$ cat config.mk
export PLATFORM = sky130hd
export DESIGN_NAME = vram_controller
export DESIGN_NICKNAME = d
export VERILOG_FILES = /design/src/rtl/vram_pkg.sv /design/src/rtl/vram_wr_fifo.sv /design/src/rtl/vram_controller.sv
export SDC_FILE = /design/constraint.sdc
export NUM_CORES = 1
export LEC_CHECK = 0
export BUFFER_PORTS_ARGS = -buffer_cell sky130_fd_sc_hd__clkbuf_2
export CAP_MARGIN = 40
export CORE_MARGIN = 4
export CORE_UTILIZATION = 45
export CTS_CLUSTER_SIZE = 14
export DETAILED_ROUTE_END_ITERATION = 8
export GPL_ROUTABILITY_DRIVEN = 0
export MAX_ROUTING_LAYER = met4
export SLEW_MARGIN = 20
export SYNTH_ARGS = -nofsm -noshare
export SYNTH_HDL_FRONTEND = slang
export SYNTH_SLANG_ARGS = --single-unit
$ cat constraint.sdc
create_clock -name Clk -period 3.9 [get_ports Clk]
set_clock_uncertainty 0.1 [all_clocks]
set_input_delay 0.39 -clock Clk [delete_from_list [all_inputs] [get_ports Clk]]
set_output_delay 0.39 -clock Clk [all_outputs]
set_load 0.01 [all_outputs]
$ cat src/rtl/vram_pkg.sv
// vram_pkg
//   Shared definitions for the VRAM controller slice: the memory-side FSM
//   state type, default frame/sprite-sheet geometry, the RGB332 transparent
//   colour, the write-buffer entry width and the pixel byte-address helper.
package vram_pkg;

  typedef enum logic [1:0] {
    READ,
    WR_SETUP,
    WR_PULSE
  } vram_state_t;

  localparam int unsigned DEF_BG_WIDTH    = 640;
  localparam int unsigned DEF_BG_HEIGHT   = 480;
  localparam int unsigned DEF_SPRITE_BASE = 307200;
  localparam int unsigned DEF_SHEET_WIDTH = 512;
  localparam int unsigned DEF_FIFO_DEPTH  = 16;

  localparam logic [7:0]  RGB332_TRANSPARENT = 8'hE3;

  // Write buffer entry: {byte address[19:0], data[7:0]}
  localparam int unsigned WR_ENTRY_W = 28;

  // base + y*pitch + x, computed at 20 bits and wrapping modulo 2^20.
  function automatic logic [19:0] pixel_byte_addr(input logic [19:0] base,
                                                   input logic [19:0] pitch,
                                                   input logic [9:0]  x,
                                                   input logic [9:0]  y);
    return base + (pitch * {10'b0, y}) + {10'b0, x};
  endfunction

endpackage

$ cat src/rtl/vram_wr_fifo.sv
// vram_wr_fifo
//   Synchronous write buffer for CPU/loader byte writes.
//   Ports:
//     clk, reset_n        clock, synchronous active-low reset
//     push, push_data     enqueue one entry (ignored while full)
//     pop                 dequeue the head entry (ignored while empty)
//     head                current head entry
//     full, empty         status flags (full is registered)
module vram_wr_fifo
  import vram_pkg::*;
#(
  parameter int unsigned DEPTH = DEF_FIFO_DEPTH,
  parameter int unsigned WIDTH = WR_ENTRY_W
) (
  input  logic             clk,
  input  logic             reset_n,
  input  logic             push,
  input  logic [WIDTH-1:0] push_data,
  input  logic             pop,
  output logic [WIDTH-1:0] head,
  output logic             full,
  output logic             empty
);

  localparam int unsigned AW = $clog2(DEPTH);

  logic [WIDTH-1:0] mem [DEPTH];
  logic [AW-1:0]    wptr;
  logic [AW-1:0]    rptr;
  logic [AW:0]      count;
  logic [AW:0]      count_next;
  logic             do_push;
  logic             do_pop;

  assign do_push = push && !full;
  assign do_pop  = pop && !empty;
  assign empty   = (count == '0);
  assign head    = mem[rptr];

  always_comb begin
    count_next = count;
    case ({do_push, do_pop})
      2'b10:   count_next = count + (AW+1)'(1);
      2'b01:   count_next = count - (AW+1)'(1);
      default: count_next = count;
    endcase
  end

  // full is registered from the next count, so a pop cannot free a slot
  // for the producer in the same cycle, and it is held high during reset
  // to refuse pushes until the first cycle after reset is released.
  always_ff @(posedge clk) begin
    if (!reset_n) begin
      wptr  <= '0;
      rptr  <= '0;
      count <= '0;
      full  <= 1'b1;
    end else begin
      if (do_push) wptr <= wptr + AW'(1);
      if (do_pop)  rptr <= rptr + AW'(1);
      count <= count_next;
      full  <= (count_next == (AW+1)'(DEPTH));
    end
  end

  always_ff @(posedge clk) begin
    if (do_push) mem[wptr] <= push_data;
  end

endmodule

$ cat src/rtl/vram_controller.sv
// vram_controller
//   Memory-side responder for the GPU VRAM read interface. Streams one
//   background/sprite pixel read per cycle from a 16-bit SRAM (2-edge
//   latency) and drains buffered byte writes while the VGA write window
//   is open.
//   Ports:
//     Clk, Reset_n                     memory clock, sync active-low reset
//     VRAM_READ_SPRITE, VRAM_X/Y       read request (region select, coords)
//     VRAM_RGB                         returned RGB332 pixel
//     VRAM_WR_WINDOW                   SRAM writes permitted while high
//     WR_VALID/WR_READY/WR_ADDR/WR_DATA  buffered byte-write port
//     SRAM_*                           external SRAM address, data, strobes
module vram_controller
  import vram_pkg::*;
#(
  parameter int unsigned BG_WIDTH          = DEF_BG_WIDTH,
  parameter int unsigned BG_HEIGHT         = DEF_BG_HEIGHT,
  parameter int unsigned SPRITE_BASE       = DEF_SPRITE_BASE,
  parameter int unsigned SHEET_WIDTH       = DEF_SHEET_WIDTH,
  parameter logic [7:0]  TRANSPARENT_COLOR = RGB332_TRANSPARENT,
  parameter int unsigned FIFO_DEPTH        = DEF_FIFO_DEPTH
) (
  input  logic        Clk,
  input  logic        Reset_n,
  input  logic        VRAM_READ_SPRITE,
  input  logic [9:0]  VRAM_X,
  input  logic [9:0]  VRAM_Y,
  output logic [7:0]  VRAM_RGB,
  input  logic        VRAM_WR_WINDOW,
  input  logic        WR_VALID,
  output logic        WR_READY,
  input  logic [19:0] WR_ADDR,
  input  logic [7:0]  WR_DATA,
  output logic [19:0] SRAM_ADDR,
  output logic [15:0] SRAM_DQ_OUT,
  input  logic [15:0] SRAM_DQ_IN,
  output logic        SRAM_DQ_OE,
  output logic        SRAM_CE_N,
  output logic        SRAM_OE_N,
  output logic        SRAM_WE_N,
  output logic        SRAM_UB_N,
  output logic        SRAM_LB_N
);

  vram_state_t           state;

  logic [WR_ENTRY_W-1:0] fifo_head;
  logic                  fifo_full;
  logic                  fifo_empty;
  logic                  fifo_push;
  logic                  fifo_pop;
  logic [19:0]           head_addr;
  logic [7:0]            head_data;
  logic                  start_write;

  logic [19:0]           rd_byte_addr;
  logic                  rd_oob;
  logic [7:0]            rd_fill;

  // Second read-pipeline stage: what to do with SRAM_DQ_IN at the next edge.
  logic                  rd_valid;
  logic                  rd_hi;
  logic                  rd_force;
  logic [7:0]            rd_force_val;

  assign WR_READY  = !fifo_full;
  assign fifo_push = WR_VALID && WR_READY;
  assign {head_addr, head_data} = fifo_head;

  // A new write may start from READ or straight out of WR_PULSE; WR_SETUP
  // always completes its pulse, so a window drop never truncates a write.
  assign start_write = !fifo_empty && VRAM_WR_WINDOW && (state != WR_SETUP);
  assign fifo_pop    = start_write;

  vram_wr_fifo #(
    .DEPTH (FIFO_DEPTH),
    .WIDTH (WR_ENTRY_W)
  ) u_wr_fifo (
    .clk       (Clk),
    .reset_n   (Reset_n),
    .push      (fifo_push),
    .push_data ({WR_ADDR, WR_DATA}),
    .pop       (fifo_pop),
    .head      (fifo_head),
    .full      (fifo_full),
    .empty     (fifo_empty)
  );

  always_comb begin
    rd_byte_addr = '0;
    rd_oob       = 1'b0;
    rd_fill      = '0;
    if (VRAM_READ_SPRITE) begin
      rd_byte_addr = pixel_byte_addr(20'(SPRITE_BASE), 20'(SHEET_WIDTH),
                                     VRAM_X, VRAM_Y);
      // Mirrored sprite coordinates that went negative wrap to large X.
      rd_oob       = (32'(VRAM_X) >= SHEET_WIDTH);
      rd_fill      = TRANSPARENT_COLOR;
    end else begin
      rd_byte_addr = pixel_byte_addr('0, 20'(BG_WIDTH), VRAM_X, VRAM_Y);
      rd_oob       = (32'(VRAM_X) >= BG_WIDTH) || (32'(VRAM_Y) >= BG_HEIGHT);
      rd_fill      = '0;
    end
  end

  always_ff @(posedge Clk) begin
    if (!Reset_n) begin
      state        <= READ;
      VRAM_RGB     <= '0;
      SRAM_ADDR    <= '0;
      SRAM_DQ_OUT  <= '0;
      SRAM_DQ_OE   <= 1'b0;
      SRAM_CE_N    <= 1'b1;
      SRAM_OE_N    <= 1'b1;
      SRAM_WE_N    <= 1'b1;
      SRAM_UB_N    <= 1'b1;
      SRAM_LB_N    <= 1'b1;
      rd_valid     <= 1'b0;
      rd_hi        <= 1'b0;
      rd_force     <= 1'b0;
      rd_force_val <= '0;
    end else begin
      // Retire the read issued on the previous edge; held during writes.
      if (rd_valid) begin
        if (rd_force)   VRAM_RGB <= rd_force_val;
        else if (rd_hi) VRAM_RGB <= SRAM_DQ_IN[15:8];
        else            VRAM_RGB <= SRAM_DQ_IN[7:0];
      end

      case (state)
        WR_SETUP: begin
          state     <= WR_PULSE;
          SRAM_WE_N <= 1'b0;
          rd_valid  <= 1'b0;
        end

        default: begin
          if (start_write) begin
            state       <= WR_SETUP;
            SRAM_ADDR   <= {1'b0, head_addr[19:1]};
            SRAM_UB_N   <= ~head_addr[0];
            SRAM_LB_N   <= head_addr[0];
            SRAM_DQ_OUT <= {head_data, head_data};
            SRAM_DQ_OE  <= 1'b1;
            SRAM_CE_N   <= 1'b0;
            SRAM_OE_N   <= 1'b1;
            SRAM_WE_N   <= 1'b1;
            rd_valid    <= 1'b0;
          end else begin
            state        <= READ;
            SRAM_ADDR    <= {1'b0, rd_byte_addr[19:1]};
            SRAM_UB_N    <= ~rd_byte_addr[0];
            SRAM_LB_N    <= rd_byte_addr[0];
            SRAM_DQ_OE   <= 1'b0;
            SRAM_CE_N    <= 1'b0;
            SRAM_OE_N    <= 1'b0;
            SRAM_WE_N    <= 1'b1;
            rd_valid     <= 1'b1;
            rd_hi        <= rd_byte_addr[0];
            rd_force     <= rd_oob;
            rd_force_val <= rd_fill;
          end
        end
      endcase
    end
  end

endmodule

==> impl_metrics.py <==
metrics = {
    "worst_setup_path": {
        "crit_path_max_fanout": 18,
        "crit_arrival_ps": 3590,
        "path_class": "flop to flop",
        "worst_ep_required_time_ps": 4290,
        "cp-start-kind": "flop",
        "endpoint_kind": "flop",
    },
    "cts": {
        "ctsResizeCount": 0,
        "clk_path_buf_depth": 3,
        "post_cts.repair.setup_buffers": 0,
        "cts_num_sinks": 513,
        "cts-buffers-inserted": 52,
        "clkLatencyLatePin_ps": 580,
        "cts_hold_buf": 7,
        "cts.clk_slew.worst_paths_ps": 60,
        "cts.root.buffer_cell": "clkbuf_16",
        "cts_tree": "yes",
        "htreeDepth": 2,
    },
    "synth": {
        "yosys_warnings": 0,
        "postSynthAreaPerCell_sq_um": 18.66,
        "synth_most_common_cell": "edfxtp_1",
        "syn_area_sq_um": 20860,
        "synthTopCellsByArea": "edfxtp_1 (64%), mux4_2 (15%), dfxtp_1 (6.2%), ha_1 (1.7%), nand2_1 (1.1%)",
        "syn_inst": 1118,
        "synth_top_area_cell": "edfxtp_1",
        "synth-async-reset-ratio_pct": 0,
        "yosysSeqAreaShare_pct": 70.73,
        "synthesis.nets": 1218,
        "synth_commonest_cells": "edfxtp_1 (448), mux4_2 (139), dfxtp_1 (65), nand2_1 (59), clkbuf_1 (38)",
        "synth_edf_count": 448,
        "synth.distinct_cells": 70,
        "ys_seq_elements": 513,
        "synthFlopType": "edfxtp_1",
        "yosysTopAreaCellShare_pct": 64.49,
    },
    "floorplan": {
        "start_util_pct": 45.77,
        "io_pins": 120,
        "die-area_sq_um": 49870,
        "row_count": 78,
        "dieHeight_um": 223.3,
        "die_w_um": 223.3,
        "fp.coreArea_sq_um": 45580,
    },
    "grt": {
        "antenna_found_initial": 2,
        "grt_overflow": 0,
        "grt_pass1_wl_um": 72040,
        "grt_pass1_vias": 11110,
        "groute.usage.overall_pct": 19.92,
        "grt_start_max_net_pins": 52,
    },
    "route": {
        "highest_layer": "met4",
        "avgRoutedWirePerCell_um": 25.11,
        "vias": 10900,
        "postRouteAntennaNets": 0,
        "wl_met1_um": 21400,
        "route.met3.wl_um": 3067,
        "drt_iter0_drc": 1134,
        "viasPerCell": 5.703,
        "firstDrtPassIters": 5,
        "drc_errors": 0,
        "wirelength_um": 47980,
        "dr_wl_met2_um": 22600,
    },
    "timing": {
        "period_needed_ps": 3195,
        "min_period_over_period_pct": 81.92,
        "fin_ws_ps": 705.3,
        "drv_slew": 0,
        "worstMarginPinSlew_ps": 780.5,
        "final-hold-violation-count": 0,
        "finalSetupViolCount": 0,
        "grt_setup_unrepaired": "no",
        "relSlewSlack_pct": 47.97,
        "max_freq_mhz": 313.0,
        "finalSetupTns_ps": 0,
    },
    "finish": {
        "nFillCells": 3641,
        "drive_above_1_share_pct": 30.48,
        "final_nets": 1367,
        "area_delta_synth_final_pct": 15.20,
    },
    "run_status": {
        "status": "finished clean",
    },
    "worst_hold_path": {
        "hold_class": "input port to flop",
    },
    "placed_design": {
        "dp_hpwl_um": 28790,
        "pre_cts_ws_ps": 421.1,
        "numPortBuffers": 118,
    },
    "power_and_ir_drop": {
        "pwr_density_cell_nw_per_um2": 572.5,
        "total_power_w": 0.01376,
        "combPwrFrac_pct": 17.9,
        "cellInternalPower_w": 0.01016,
        "switching_power_w": 0.003602,
        "p_leak_nw": 7.941,
        "clockPowerShare_pct": 35.1,
        "ir_drop_mv": 0.3137,
        "power.share.sequential_pct": 47.0,
        "sw_frac_of_total_pct": 26.18,
    },
    "run": {
        "drv_cap": 0,
    },
}
==> per-layer routing <==
layer	up-vias	GRT usage, %
li1	4820	-
met1	5662	28.39
met2	350	30.74
met3	67	3.171
met4	0	4.613
met5	-	-
==> metrics by stage <==
| stage | hold WS, ps | cell area, sq um | util, % | cells |
|---|---|---|---|---|
| floorplan | 338.3 | 20860 | - | 1118 |
| global placement | 335.0 | 22310 | 48.95 | 1806 |
| detailed placement | 344.4 | 22310 | 48.95 | 1806 |
| CTS | 57.07 | 24030 | 52.72 | 1909 |
| global route | 102.4 | 24030 | 52.73 | 1911 |
| finish | 89.71 | 24030 | 52.73 | 1911 |
==> power by group through the flow <==
stage          clock network (W)  registers [W]  logic [W]
6_report                 0.00483        0.00647    0.00246
5_1_grt                  0.00520        0.00650    0.00268
4_1_cts                  0.00494        0.00646    0.00249
3_5_place_dp                   0        0.00658    0.00248
3_3_place_gp                   0        0.00657    0.00245
2_1_floorplan                  0        0.00655    0.00162
==> worst max-delay path: stages, from the launching register on <==
cell and delay, ps:
dfxtp_1 370, or2_1 280, o41a_1 340, nand2_1 110
inv_2 160, ha_1 350, xor2_1 190, ha_1 220
a21oi_1 160, xor2_1 160, nor2_1 60, xor2_1 150
or2_2 300, o31ai_1 170
==> registers in the layout, summed over array words and instances (netlist names), named ones only <==
signal and flops:
SRAM_ADDR 19, SRAM_CE_N 1, SRAM_DQ_OE 1, SRAM_DQ_OUT 8
SRAM_LB_N 1, SRAM_OE_N 1, SRAM_UB_N 1, SRAM_WE_N 1
VRAM_RGB 8, rd_force 1, rd_force_val 1, rd_hi 1
rd_valid 1, state 2, u_wr_fifo.count 5, u_wr_fifo.full 1
u_wr_fifo.mem 448, u_wr_fifo.rptr 4, u_wr_fifo.wptr 4
==> cell usage in the layout, fill, tap and decap left out, types with 20 or more instances in the layout <==
| cell type | instances |
|---|---|
| clkbuf_1 | 21 |
| buf_4 | 30 |
| mux4_2 | 139 |
| o21ai_0 | 22 |
| clkbuf_2 | 118 |
| nor2_1 | 20 |
| edfxtp_1 | 448 |
| a21oi_1 | 20 |
| clkbuf_16 | 53 |
| nand2_1 | 59 |
| ha_1 | 29 |
| dfxtp_1 | 61 |
==> logic make-up after synthesis <==
| group | after synthesis | share of synthesized area [%] |
|---|---|---|
| flops | 513 | 70.73 |
| fa+ha+maj | 31 | 1.931 |
| simple gates | 173 | 4.234 |
| xor+xnor | 26 | 1.092 |
| buf+inv | 85 | 1.835 |
| compound gates | 136 | 4.450 |
| mux | 153 | 15.71 |
| other cells | 1 | 0.01798 |
==> area by class of cell <==
cell class | instances | area (sq um) | area share (%)
Antenna cell | 2 | 5.005 | 0.02082
Timing Repair Buffer | 163 | 1046 | 4.352
Inverter | 17 | 63.81 | 0.2655
Clock buffer | 77 | 1446 | 6.018
Clock inverter | 19 | 202.7 | 0.8434
Sequential cell | 513 | 14770 | 61.44
Tap cell | 600 | 750.7 | 3.124
Multi-Input combinational cell | 520 | 5752 | 23.93
==> path summary, 6_finish.rpt <==
path / start / to / slack, ps / cells after the start
setup / recovery: u_wr_fifo.count[1]$_SDFF_PN0_ / u_wr_fifo.full$_SDFF_PN1_ / 710 / 13
hold / removal: SRAM_DQ_IN[2] / VRAM_RGB[2]$_SDFFE_PN0P_ / 90 / 4
setup reg to reg: u_wr_fifo.count[1]$_SDFF_PN0_ / u_wr_fifo.full$_SDFF_PN1_ / 710 / 13
hold reg to reg: SRAM_CE_N$_SDFFE_PN1N_ / SRAM_CE_N$_SDFFE_PN1N_ / 350 / 2
No activity file was read; power rests on OpenSTA's default activity.
